### src/rtl/qracc_pkg.sv
// Shared types and defaults for the QRAcc weight SRAM front end.
package qracc_pkg;

  // Arbitration policy selected by prio_mode_i.
  typedef enum logic {
    ARB_RR    = 1'b0,
    ARB_FIXED = 1'b1
  } qracc_arb_mode_t;

  // Default number of upstream masters (CSR, DMA, feature loader, spare).
  localparam int unsigned qracc_arb_ports = 4;

endpackage

### src/rtl/qracc_tag_fifo.sv
// Synchronous FIFO holding the originating port of each pending read.
// Push is ignored when full and pop is ignored when empty.
module qracc_tag_fifo #(
  parameter int unsigned Width = 2,
  parameter int unsigned Depth = 4
) (
  input  logic                     clk,
  input  logic                     rst,
  input  logic                     push,
  input  logic [Width-1:0]         push_data,
  input  logic                     pop,
  output logic [Width-1:0]         pop_data,
  output logic                     full,
  output logic                     empty,
  output logic [$clog2(Depth):0]   count
);

  localparam int unsigned PtrBits = $clog2(Depth);
  localparam int unsigned CntBits = PtrBits + 1;

  logic [Width-1:0]   mem [Depth];
  logic [PtrBits-1:0] wr_ptr_q;
  logic [PtrBits-1:0] rd_ptr_q;
  logic [CntBits-1:0] count_q;
  logic               do_push;
  logic               do_pop;

  // Qualify requests against the registered occupancy.
  always_comb begin
    full     = (count_q == CntBits'(Depth));
    empty    = (count_q == '0);
    do_push  = push & ~full;
    do_pop   = pop & ~empty;
    pop_data = mem[rd_ptr_q];
    count    = count_q;
  end

  // Pointer and occupancy state; depth is a power of two so pointers wrap naturally.
  always_ff @(posedge clk) begin
    if (rst) begin
      wr_ptr_q <= '0;
      rd_ptr_q <= '0;
      count_q  <= '0;
    end else begin
      if (do_push) wr_ptr_q <= wr_ptr_q + PtrBits'(1);
      if (do_pop)  rd_ptr_q <= rd_ptr_q + PtrBits'(1);
      unique case ({do_push, do_pop})
        2'b10:   count_q <= count_q + CntBits'(1);
        2'b01:   count_q <= count_q - CntBits'(1);
        default: count_q <= count_q;
      endcase
    end
  end

  // Storage array; contents are don't-care until written.
  always_ff @(posedge clk) begin
    if (do_push) mem[wr_ptr_q] <= push_data;
  end

endmodule

### src/rtl/qracc_sram_arbiter.sv
// N-port arbiter in front of the QRAcc weight SRAM. Selects one upstream request per cycle
// (round-robin or fixed priority), forwards it combinationally, and steers in-order read
// returns back to the requesting port using a tag FIFO.
module qracc_sram_arbiter
  import qracc_pkg::*;
#(
  parameter int unsigned numPorts       = qracc_arb_ports,
  parameter int unsigned numRows        = 128,
  parameter int unsigned numCols        = 32,
  parameter int unsigned maxOutstanding = 4,
  localparam int unsigned addrBits      = $clog2(numRows),
  localparam int unsigned cntBits       = $clog2(maxOutstanding) + 1
) (
  input  logic                         clk,
  input  logic                         rst,
  input  logic                         prio_mode_i,
  input  logic [numPorts-1:0]          up_rq_valid_i,
  input  logic [numPorts-1:0]          up_rq_wr_i,
  input  logic [numPorts*addrBits-1:0] up_addr_i,
  input  logic [numPorts*numCols-1:0]  up_wr_data_i,
  output logic [numPorts-1:0]          up_rq_ready_o,
  output logic [numPorts-1:0]          up_rd_valid_o,
  output logic [numCols-1:0]           up_rd_data_o,
  output logic                         dn_rq_valid_o,
  output logic                         dn_rq_wr_o,
  output logic [addrBits-1:0]          dn_addr_o,
  output logic [numCols-1:0]           dn_wr_data_o,
  input  logic                         dn_rq_ready_i,
  input  logic                         dn_rd_valid_i,
  input  logic [numCols-1:0]           dn_rd_data_i,
  output logic [cntBits-1:0]           outstanding_o,
  output logic                         err_o
);

  localparam int unsigned tagBits = $clog2(numPorts);

  qracc_arb_mode_t     arb_mode;
  logic [tagBits-1:0]  rr_ptr_q;
  logic [tagBits-1:0]  rr_ptr_d;
  logic [tagBits-1:0]  base;
  logic [tagBits-1:0]  grant;
  logic [numPorts-1:0] eligible;
  logic                any_elig;
  int unsigned         arb_idx;
  logic                accept;
  logic                push;
  logic                pop;
  logic                fifo_full;
  logic                fifo_empty;
  logic [tagBits-1:0]  head_tag;
  logic                err_q;

  assign arb_mode = qracc_arb_mode_t'(prio_mode_i);

  // Eligibility, then a rotated priority search starting at base; the search index is
  // mapped straight back to a port number, folding rotate/encode/un-rotate together.
  always_comb begin
    eligible = up_rq_valid_i & (up_rq_wr_i | {numPorts{~fifo_full}});
    any_elig = |eligible;
    base     = (arb_mode == ARB_FIXED) ? '0 : rr_ptr_q;
    grant    = '0;
    arb_idx  = 0;
    for (int unsigned i = numPorts; i > 0; i--) begin
      // Walk from the lowest-priority offset down so the highest-priority hit wins last.
      arb_idx = (32'(base) + i - 1) % numPorts;
      if (eligible[arb_idx]) grant = arb_idx[tagBits-1:0];
    end
  end

  // Downstream request mux and upstream handshake; everything gated off while in reset.
  always_comb begin
    dn_rq_valid_o = any_elig & ~rst;
    dn_rq_wr_o    = 1'b0;
    dn_addr_o     = '0;
    dn_wr_data_o  = '0;
    for (int unsigned p = 0; p < numPorts; p++) begin
      if (grant == tagBits'(p)) begin
        dn_rq_wr_o   = up_rq_wr_i[p];
        dn_addr_o    = up_addr_i[p*addrBits +: addrBits];
        dn_wr_data_o = up_wr_data_i[p*numCols +: numCols];
      end
    end
    up_rq_ready_o = '0;
    if (dn_rq_valid_o) up_rq_ready_o[grant] = dn_rq_ready_i;
    accept = dn_rq_valid_o & dn_rq_ready_i;
    push   = accept & ~dn_rq_wr_o;
  end

  // Read return steering; a return with nothing pending is dropped and flagged.
  always_comb begin
    pop           = dn_rd_valid_i & ~fifo_empty & ~rst;
    up_rd_valid_o = '0;
    if (pop) up_rd_valid_o[head_tag] = 1'b1;
    up_rd_data_o  = dn_rd_data_i;
  end

  // Round-robin pointer advances past the winner only on an accepted RR-mode grant.
  always_comb begin
    rr_ptr_d = rr_ptr_q;
    if (accept && arb_mode == ARB_RR) begin
      rr_ptr_d = (grant == tagBits'(numPorts - 1)) ? '0 : grant + tagBits'(1);
    end
  end

  // Pointer and sticky error state.
  always_ff @(posedge clk) begin
    if (rst) begin
      rr_ptr_q <= '0;
      err_q    <= 1'b0;
    end else begin
      rr_ptr_q <= rr_ptr_d;
      if (dn_rd_valid_i && fifo_empty) err_q <= 1'b1;
    end
  end

  assign err_o = err_q;

  qracc_tag_fifo #(
    .Width (tagBits),
    .Depth (maxOutstanding)
  ) u_tag_fifo (
    .clk       (clk),
    .rst       (rst),
    .push      (push),
    .push_data (grant),
    .pop       (pop),
    .pop_data  (head_tag),
    .full      (fifo_full),
    .empty     (fifo_empty),
    .count     (outstanding_o)
  );

endmodule
### config.mk
export PLATFORM = sky130hd
export DESIGN_NAME = qracc_sram_arbiter
export DESIGN_NICKNAME = d
export VERILOG_FILES = /design/src/rtl/qracc_pkg.sv /design/src/rtl/qracc_tag_fifo.sv /design/src/rtl/qracc_sram_arbiter.sv
export SDC_FILE = /design/constraint.sdc
export NUM_CORES = 1
export LEC_CHECK = 0
export CORE_AREA = 2 2 112 114
export CTS_CLUSTER_SIZE = 10
export DETAILED_ROUTE_END_ITERATION = 8
export DIE_AREA = 0 0 114 116
export PLACE_DENSITY_LB_ADDON = 0.25
export RECOVER_POWER = 100
export SLEW_MARGIN = 20
export SYNTH_ARGS = -nofsm -noshare
export SYNTH_HDL_FRONTEND = slang
export SYNTH_SLANG_ARGS = --single-unit
### constraint.sdc
create_clock -name clk -period 4.65 [get_ports clk]
set_input_delay 0.93 -clock clk [delete_from_list [all_inputs] [get_ports clk]]
set_output_delay 0.93 -clock clk [all_outputs]
set_load 0.03 [all_outputs]
Word-level counts from Yosys, hierarchy flattened:

Memories as Yosys holds them, arrays and structs flattened. A register that Yosys moved wholly into a read port is not among the register bits.
Index checks and enable logic that the tools add are counted.

* flip-flop bits (word level): 10
* latch bits: 0
* RAM bits: 8
* bits in read-only memories: 0
* input bits: 201
* output and inout bits: 85
* word-level logic and storage cells: 93
* memories kept: 1

Memories
* u_tag_fifo.mem: depth 4, width 2, read ports 1, clocked after Yosys merged registers in 1, write ports 1, line qracc_tag_fifo.sv:21 `logic [Width-1:0] mem [Depth];`

* add/subtract/negate cells: 13
* multiply operators: 0
* divide/modulo/power cells: 0
* $lt $le $gt $ge: 8
* eq/ne operators: 6
* shift-type cells: 0
* mux-type cells: 37
* bitwise logic cells: 15
* reduce and logical (&&, ||, !) cells: 8

Operators with widths (number)
* 32-bit two-way mux: 4
* 7-bit two-way mux: 4
* 2-bit by 3-bit < comparator with 1-bit output (second input constant): 6
* 2-bit two-way mux: 8
* 1-bit two-way mux: 12
* 2-bit by 1-bit adder with 2-bit output (second input constant): 5
* 4-bit bitwise AND: 2
* 1-bit binary-select mux with 2-bit select: 4
* 4-bit two-way mux: 2
* 2-bit by 1-bit subtractor with 2-bit output (second input constant): 4
* 1-bit bitwise AND: 7
* 2-bit equality test (second input constant): 3
* 3-bit one-hot mux with 2 select lines: 1
* 1-bit inverter: 5
* 2-bit adder (second input constant): 2
* 1-bit demux with 2-bit select: 2
* 2-bit by 1-bit equality test with 1-bit output (second input constant): 2
* 2-bit by 1-bit greater-or-equal comparator with 1-bit output (second input constant): 2
* 1-bit logical AND: 4
* 4-bit bitwise OR: 1
* 4-bit OR reduction: 1
* 3-bit by 1-bit adder with 3-bit output (second input constant): 1
* 3-bit equality test (second input constant): 1
* 3-bit zero test: 1
* 3 further kinds: 3

Logic depth before layout (Yosys ltp):

Gate-level depths: netlist of the first run.

* depth in word-level cells: 20
* gate-level depth with buffers: 18
* gate-level depth less buffers: 17

Modules after synthesis:

From an unflattened synthesis of the first run, not the netlist that was laid out.

* cell total of the unflattened synthesis: 388
* area, all modules: 2595.0 sq um

Modules (own cells, without submodules)
* qracc_sram_arbiter: instances 1, cells an instance 324, area each 1824.2 sq um, sequential area each 60.1 sq um
* qracc_tag_fifo: instances 1, cells an instance 64, area each 770.7 sq um, sequential area each 420.4 sq um

Least setup slack after synthesis of the first run:

Ideal clock, no wire load.

* path type: input to output
* from: in up_rq_wr_i[2]
* to: out dn_wr_data_o[10]
* data arrival time: 3.803 ns
* required time: 3.720 ns
* path slack: -0.083 ns
* stages: 12
* path buffers: 3
* cells stage by stage: or4b_4 > a311oi_1 > o221ai_1 > nand3_2 > ha_1 > clkbuf_1 > clkbuf_1 > clkbuf_1 > nand2_1 > a21oi_1 > a21oi_1 > o21ai_0

* longest elaborated chain between the ends: 13
* elaborated cells between the ends (all ways): 22
* classes of those cells: eq/ne: 3; mux: 16; bitwise: 2; reduce/logical: 1

RTL lines
* from (decl): line qracc_sram_arbiter.sv:18 `input logic [numPorts-1:0] up_rq_wr_i,`
* 4-bit bitwise OR (*): line qracc_sram_arbiter.sv:58 `eligible = up_rq_valid_i & (up_rq_wr_i | {numPorts{~fifo_full}});`
* 4-bit bitwise AND (*): line qracc_sram_arbiter.sv:58
* 1-bit binary-select mux with 2-bit select: line qracc_sram_arbiter.sv:66 `if (eligible[arb_idx]) grant = arb_idx[tagBits-1:0];`
* 1-bit two-way mux (implied by the code): line qracc_sram_arbiter.sv:66
* 2-bit two-way mux (3 in a row): line qracc_sram_arbiter.sv:66
* 2-bit two-way mux (*): line qracc_sram_arbiter.sv:66
* named net grant[0]: line qracc_sram_arbiter.sv:41 `logic [tagBits-1:0] grant;`
* 2-bit zero test: line qracc_sram_arbiter.sv:77 `if (grant == tagBits'(p)) begin`
* 32-bit two-way mux (3 in a row): line qracc_sram_arbiter.sv:77
* 32-bit two-way mux (*): line qracc_sram_arbiter.sv:77
* to (decl): line qracc_sram_arbiter.sv:27 `output logic [numCols-1:0] dn_wr_data_o,`

Mark *: on every way through the listed nets, which the timed path passes. The rest lies on a longest branch. The select of a mux whose other input is x is not followed.

Final worst setup path of the first run:

* from: in up_rq_wr_i[2]
* to: out dn_addr_o[0]

* longest elaborated chain between the ends: 13
* elaborated cells between the ends (all ways): 22
* classes of those cells: eq/ne: 3; mux: 16; bitwise: 2; reduce/logical: 1

RTL lines
* 4-bit bitwise OR (*): line qracc_sram_arbiter.sv:58
* 4-bit bitwise AND (*): line qracc_sram_arbiter.sv:58
* 1-bit binary-select mux with 2-bit select: line qracc_sram_arbiter.sv:66
* 1-bit two-way mux (implied by the code): line qracc_sram_arbiter.sv:66
* 2-bit two-way mux (3 in a row): line qracc_sram_arbiter.sv:66
* 2-bit two-way mux (*): line qracc_sram_arbiter.sv:66
* named net grant[0]: line qracc_sram_arbiter.sv:41
* 2-bit zero test: line qracc_sram_arbiter.sv:77
* 7-bit two-way mux (3 in a row): line qracc_sram_arbiter.sv:77
* 7-bit two-way mux (*): line qracc_sram_arbiter.sv:77
* to (decl): line qracc_sram_arbiter.sv:26 `output logic [addrBits-1:0] dn_addr_o,`

Marked as above.

==> results.md, run 1 <==
- Share of the synthesized area in the top cell type: 15.18%
- CP endpoint kind: primary output
- Worst hold path class: flip-flop to flip-flop
- Endpoints failing setup: 0
- Hold Vio Cnt, Final: 0
- Placed cells: 749
- Register share of total power: 17.8%
- Cell taking the most area after synthesis: a21oi_1
- Drt wl/cell: 16.61 um
- Skew-Pair Late Insertion Delay: 240 ps
- Tightest Pin Transition: 652.8 ps
- H-tree depth: 1
- Core area: 11,910 um2
- Top Ports: 286
- Top cells by count, synth: a21oi_1, nand2_1, o21ai_0, nand3b_1, buf_4
- Max Fclk: 222.4 MHz
- Fin crit period: 4497 ps
- Main synth FF type: dfxtp_1
- Post-synthesis cell type count: 47
- Die W: 114 um
- Area Overhead vs Synth: 81.61%
- Antenna viol nets, final: 0
- Port Buffers: 221
- DIE AREA: 13,220 um2
- Utilization after layout: 42.22%
- CP Max Fanout: 47
- Sequential-to-total area share from yosys stat: 17.35%
- Clock skew: 2.221 ps
- Initial antenna violation count: 1
- Most numerous cell in the Yosys netlist: a21oi_1
- Via count: 3,588
- Post-Syn Instances: 421
- Asr flop ratio synth: 0%
- Clock buffer depth: 2
- RSZ-0062 raised after global routing: false
- Pwr Density: 236.0 nW/um2
- DIE HEIGHT: 116 um
- Via density: 4.759
- Syn Nets: 632
- Fin crit share: 96.72%
- Count of max-cap constraint violations: 0
- Total track usage: 17.28%
- Routability cong.: 0.8024
- Synth warnings: 0
- Area contributors post-synth: a21oi_1, nand2_1, nand3b_1, dfxtp_1, buf_4
- Area of the multi-input gates: 1901 um2
- Fin cells: 754
- Worst Setup Start Kind: primary input
- Outcome: complete, no violations
- Clock Power Share: 14.4%
- Mapped Area: 2769 um2
- Number of global-route vias before repair: 3,405
- DRC Markers: 0
- Net Sw Frac: 42.31%
- Initial DRC Count: 126
- Number of buffers created by CTS: 3
- CP required: 3720 ps
- Worst Slack Setup Final: 152.7 ps
- Pint: 0.6846 mW
- Gate power share: 67.8%
- WS Path Type: primary input to primary output
- CP Data Arrival Time: 3570 ps
- TritonCTS clock tree: done
- Overflow after GRT: 0
- Psw: 0.5021 mW
- Final wirelength: 12,530 um
- First-pass GRT wire length: 17,960 um
- Headroom to the max-slew limit: 56.28%
- Number of synthesized flops with an enable pin: 8
- Post-CTS Setup Inserts: 0
- Clk sinks: 20
- Max VDD drop: 0.1381 mV
- # nets final: 818
- Hpwl dp: 10,550 um
- FP Rows: 40
- Max-slew violations: 0
- Clock Pin Slew Worst Setup and Hold Paths: 50 ps
- Largest net degree at the start of global routing: 48
- Yosys reg bits: 20
- DR pass1 iterations: 4
- Lkg Pwr: 1.928 nW
- Avg Inst Size Synth: 6.577 um2
- Share of cells above drive strength 1: 14.69%
- CTS hold repair buffers: 0
- Root Driver: clkbuf_16
- FF/Latch Area: 480.5 um2
- Post-Place Worst Slack: -36.47 ps
- Fillers: 1,271
- Starting Density: 23.25%
cell type report:
type                            count  share of cell area, %
Timing Repair Buffer              246                  46.33
Clock buffer                        4                  1.568
Antenna cell                        1                0.04976
Inverter                           14                  1.045
Multi-Input combinational cell    322                  37.80
Sequential cell                    20                  9.555
Tap cell                          147                  3.658
timing repair:
item	4_1_cts	5_1_grt
endpoints found under the setup margin	8	40
resized for setup	8	8
hold endpoints to repair	0	0
gates cloned	0	0
pin swaps	1	6
critical path, cell delays in order:
cell and delay, ps:
dlymetal6s2s_1 150, or4b_4 570, a311oi_2 250, o221ai_2 130
nand3_1 180, clkbuf_1 290, ha_2 300, buf_6 290
nand2_1 80, o21ai_1 190, buf_12 160
state kept, by name, indices dropped and copies added (netlist names), named ones only:
name,flops
u_tag_fifo.mem,8
u_tag_fifo.count,3
rr_ptr_q,2
u_tag_fifo.rd_ptr_q,2
u_tag_fifo.wr_ptr_q,2
err_o,1
metrics by stage:
step	hold WS (ps)	setup TNS [ps]	power (mW)	area, um2
2_1_floorplan	475.5	0	0.6994	2769
3_3_place_gp	464.3	0	1.049	5012
3_5_place_dp	488.9	-190.9	1.059	5012
4_1_cts	504.0	0	1.239	5126
5_1_grt	528.4	0	1.269	5029
6_report	496.9	0	1.187	5029
kinds of logic (layout without fill, tap and decap cells):
family          Yosys count  after routing  synth area share (%)
xor+xnor                  4              4                 1.265
mux                       3              3                 1.988
simple gates            158            158                 29.73
fa+ha+maj                10             10                 4.790
buf+inv                  79            264                 15.09
other cells               0              1                     0
flops                    20             20                 17.35
compound gates          147            147                 29.78
metal layers:
layer / GRT usage [%] / wire (um) / up-vias
li1: - / - / 1804
met1: 20.15 / 4573 / 1632
met2: 32.90 / 6736 / 128
met3: 2.877 / 955 / 24
met4: 4.146 / 261 / 0
met5: 0 / 0 / -
cell usage in the layout (no fill, tap or decap), drive strengths merged, types with 3 or more instances in the layout:
| cell type | n |
|---|---|
| and3 | 5 |
| o21ai | 46 |
| dfxtp | 12 |
| nand2b | 3 |
| nand2 | 78 |
| ha | 9 |
| nand3b | 38 |
| a22oi | 3 |
| clkbuf | 26 |
| xor2 | 3 |
| a21oi | 84 |
| nor2 | 16 |
| inv | 14 |
| clkdlybuf4s50 | 164 |
| buf | 47 |
| edfxtp | 8 |
| dlygate4sd3 | 11 |
| and2 | 6 |
| nand3 | 4 |
power groups by stage:
stage,clock network [mW],logic (mW),registers [mW]
floorplan,0,0.481,0.218
global placement,0,0.835,0.214
detailed placement,0,0.844,0.215
CTS,0.174,0.854,0.212
global route,0.182,0.873,0.214
finish,0.171,0.804,0.212
worst paths after layout:
path,start,to,slack [ps],depth (start not counted)
worst max-delay path,up_rq_wr_i[2],dn_addr_o[0],150,11
worst min-delay path,err_o,err_o,500,2
worst max register to register,u_tag_fifo.count[2],u_tag_fifo.count[2],680,16
worst min register to register,err_o,err_o,500,2
(Power assumes the default switching activity.)
==> run 2: changes to the inputs <==
--- a/config.mk
+++ b/config.mk
@@ -11,7 +11,7 @@
 export DIE_AREA = 0 0 114 116
 export PLACE_DENSITY_LB_ADDON = 0.25
 export RECOVER_POWER = 100
-export SLEW_MARGIN = 20
+export SLEW_MARGIN = 5
 export SYNTH_ARGS = -nofsm -noshare
 export SYNTH_HDL_FRONTEND = slang
 export SYNTH_SLANG_ARGS = --single-unit
==> results of run 2 <==
Same layout as run 1: the final DEF is identical, and so are final timing and power.
==> run 3: changes to the inputs <==
==> constraint.sdc (replaced) <==
create_clock -name clk -period 4.78 [get_ports clk]
set_input_delay 0.956 -clock clk [delete_from_list [all_inputs] [get_ports clk]]
set_output_delay 0.956 -clock clk [all_outputs]
set_load 0.03 [all_outputs]
==> results.md, run 3 (synthesis results as in run 1) <==
- Outcome: complete, no violations (unchanged)
- Utilization after layout: 44.57% (was 42.22%)
- # nets final: 825 (was 818)
- Number of global-route vias before repair: 3,453 (was 3,405)
- Clk sinks: 20 (unchanged)
- Met1 usage in global routing: 21.08% (was 20.15%)
- Port Buffers: 221 (unchanged)
- H-tree depth: 1 (unchanged)
- CP Max Fanout: 8 (was 47)
- Buffers and inverters on the worst path: 4 (unchanged)
- Headroom to the max-slew limit: 68.79% (was 56.28%)
- Die W: 114 um (unchanged)
- Most frequent CP cell: buf_4
- Starting Density: 23.25% (unchanged)
- Clock Power Share: 13.7% (was 14.4%)
- Top delay family on crit path: simple AND/OR/NAND/NOR gates (was buffers and inverters)
- Critical R2R Launch: u_tag_fifo.count[2] (unchanged)
- Top Ports: 286 (unchanged)
- Via count: 3,657 (was 3,588)
- Hold WS: 468.5 ps (was 496.9 ps)
- Overflow after GRT: 0 (unchanged)
- Initial antenna violation count: 0 (was 1)
- Area Overhead vs Synth: 91.73% (was 81.61%)
- Crit path from: up_rq_wr_i[2] (unchanged)
- Routability cong.: 0.7994 (was 0.8024)
- Initial DRC Count: 130 (was 126)
- GR Util met3: 1.987% (was 2.877%)
- WS Path Type: primary input to primary output (unchanged)
- Critical-path top delay cell: or4b_4 (unchanged)
- Critical Path Max Stage Delay: 550 ps (was 570 ps)
- TritonCTS clock tree: done (unchanged)
- DIE AREA: 13,220 um2 (unchanged)
- Register share of total power: 16.5% (was 17.8%)
- Antenna viol nets, final: 0 (unchanged)
- Clock skew: 3.525 ps (was 2.221 ps)
- Total track usage: 17.17% (was 17.28%)
- Gate power share: 69.9% (was 67.8%)
- Largest Register: u_tag_fifo.mem (unchanged)
- Worst hold path class: flip-flop to flip-flop (unchanged)
- Endpoints failing setup: 0 (unchanged)
- DRC Markers: 0 (unchanged)
- Max VDD drop: 0.09909 mV (was 0.1381 mV)
- Psw: 0.5177 mW (was 0.5021 mW)
- CP required: 3820 ps (was 3720 ps)
- CP Data Arrival Time: 3710 ps (was 3570 ps)
- Number of buffers created by CTS: 3 (unchanged)
- Largest net degree at the start of global routing: 55 (was 48)
- Hpwl dp: 10,190 um (was 10,550 um)
- Commonest non-fill, non-tap cell in the layout: clkdlybuf4s50_1 (unchanged)
- Root Driver: clkbuf_16 (unchanged)
- First-pass GRT wire length: 18,150 um (was 17,960 um)
- Max-slew violations: 0 (unchanged)
- Net Sw Frac: 41.44% (was 42.31%)
- CP endpoint kind: primary output (unchanged)
- Final wirelength: 13,080 um (was 12,530 um)
- FP Rows: 40 (unchanged)
- # diodes: 0 (was 1)
- Crit-path cells: clkdlybuf4s50_1, or4b_4, a311oi_4, o221ai_2, nand3_2, inv_2, ha_4, buf_4, nor2b_2, a22oi_1, nor2_1, a21oi_1, o21ai_0, buf_4 (was dlymetal6s2s_1, or4b_4, a311oi_2, o221ai_2, nand3_1, clkbuf_1, ha_2, buf_6, nand2_1, o21ai_1, buf_12)
- DR pass1 iterations: 4 (unchanged)
- Max Fclk: 214.2 MHz
- Tightest Pin Transition: 466.6 ps (was 652.8 ps)
- Hold path startpoint: err_o (unchanged)
- Clock buffer depth: 2 (unchanged)
- Commonest non-fill, non-tap cells in the layout: clkdlybuf4s50_1, a21oi_1, nand2_1 (unchanged)
- Clock Pin Slew Worst Setup and Hold Paths: 50 ps (about the same)
- Worst Setup Start Kind: primary input (unchanged)
- Via density: 4.812 (was 4.759)
- Total power: 1.249 mW (was 1.187 mW)
- Drt wl/cell: 17.20 um (was 16.61 um)
- M2 GR Usage: 32.38% (was 32.90%)
- CTS hold repair buffers: 0 (unchanged)
- Skew-Pair Late Insertion Delay: 250 ps (was 240 ps)
- Number of flip-flops under the largest register name: 8 (unchanged)
- Core area: 11,910 um2 (unchanged)
- Fin crit share: 97.69%
- Share of cells above drive strength 1: 16.80% (was 14.69%)
- Pwr Density: 235.3 nW/um2 (was 236.0 nW/um2)
- Fin crit period: 4670 ps
- Pint: 0.7316 mW (was 0.6846 mW)
- Hold Vio Cnt, Final: 0 (unchanged)
- DIE HEIGHT: 116 um (unchanged)
- Busiest grt layer: met2 (unchanged)
- Count of max-cap constraint violations: 0 (unchanged)
- Final TNS setup: 0 ps (unchanged)
- Lkg Pwr: 2.007 nW (was 1.928 nW)
==> run 3: path summary, 6_finish.rpt <==
| path | endpoint | cells after the start | slack (ps) |
|---|---|---|---|
| worst max-delay path | dn_addr_o[6] | 14 | 110 |
| worst min register to register | err_o | 2 | 470 |
| worst min-delay path | err_o | 2 | 470 |
| worst max register to register | u_tag_fifo.count[2] | 17 | 840 |
==> run 3: power groups by stage <==
stage	Combinational [mW]	Sequential (mW)	Clock [mW]
6_report	0.873	0.206	0.171
5_1_grt	0.940	0.208	0.179
4_1_cts	0.837	0.206	0.171
3_5_place_dp	0.832	0.209	0
3_3_place_gp	0.829	0.208	0
2_1_floorplan	0.465	0.212	0
==> run 3: final cells by class <==
class | instances | area, um2
timing repair buffer | 253 | 2539
tap | 147 | 183.9
sequential | 20 | 480.5
fill | 1213 | 6603
clock buffer | 4 | 78.83
inverter | 14 | 52.55
multi-input combinational | 322 | 1974
==> run 3: metrics by stage <==
step / cell area [um2] / worst slack, ps / std cells
floorplan: 2769 / 3.625 / 421
global placement: 5012 / -8.759 / 749
detailed placement: 5012 / -70.49 / 749
CTS: 5104 / 3.043 / 753
global route: 5309 / -42.18 / 760
finish: 5309 / 110.4 / 760
==> run 3: routing by layer <==
layer  part of all wire, %  vias to the layer above
met3                   5.7                       26
met5                     0                        -
met2                    53                      132
li1                      -                     1830
met1                    40                     1669
met4                   1.3                        0
==> run 3: worst register-to-register path: cells and delay by family (launching register included) <==
| kind | cells | cell delay, ps |
|---|---|---|
| and+or+nand+nor | 4 | 1080 |
| xor gates and xnor gates | 1 | 160 |
| AOI/OAI and AO/OA | 6 | 1140 |
| adders and majority gates | 3 | 750 |
| buffers and inverters | 3 | 290 |
| DFF | 1 | 440 |
==> run 3: what timing repair did <==
action / CTS / global route
cloned: 0 / 3
setup endpoints to repair: 3 / 42
pin swaps: 0 / 1
setup buffers: 0 / 4
resized for setup: 2 / 17
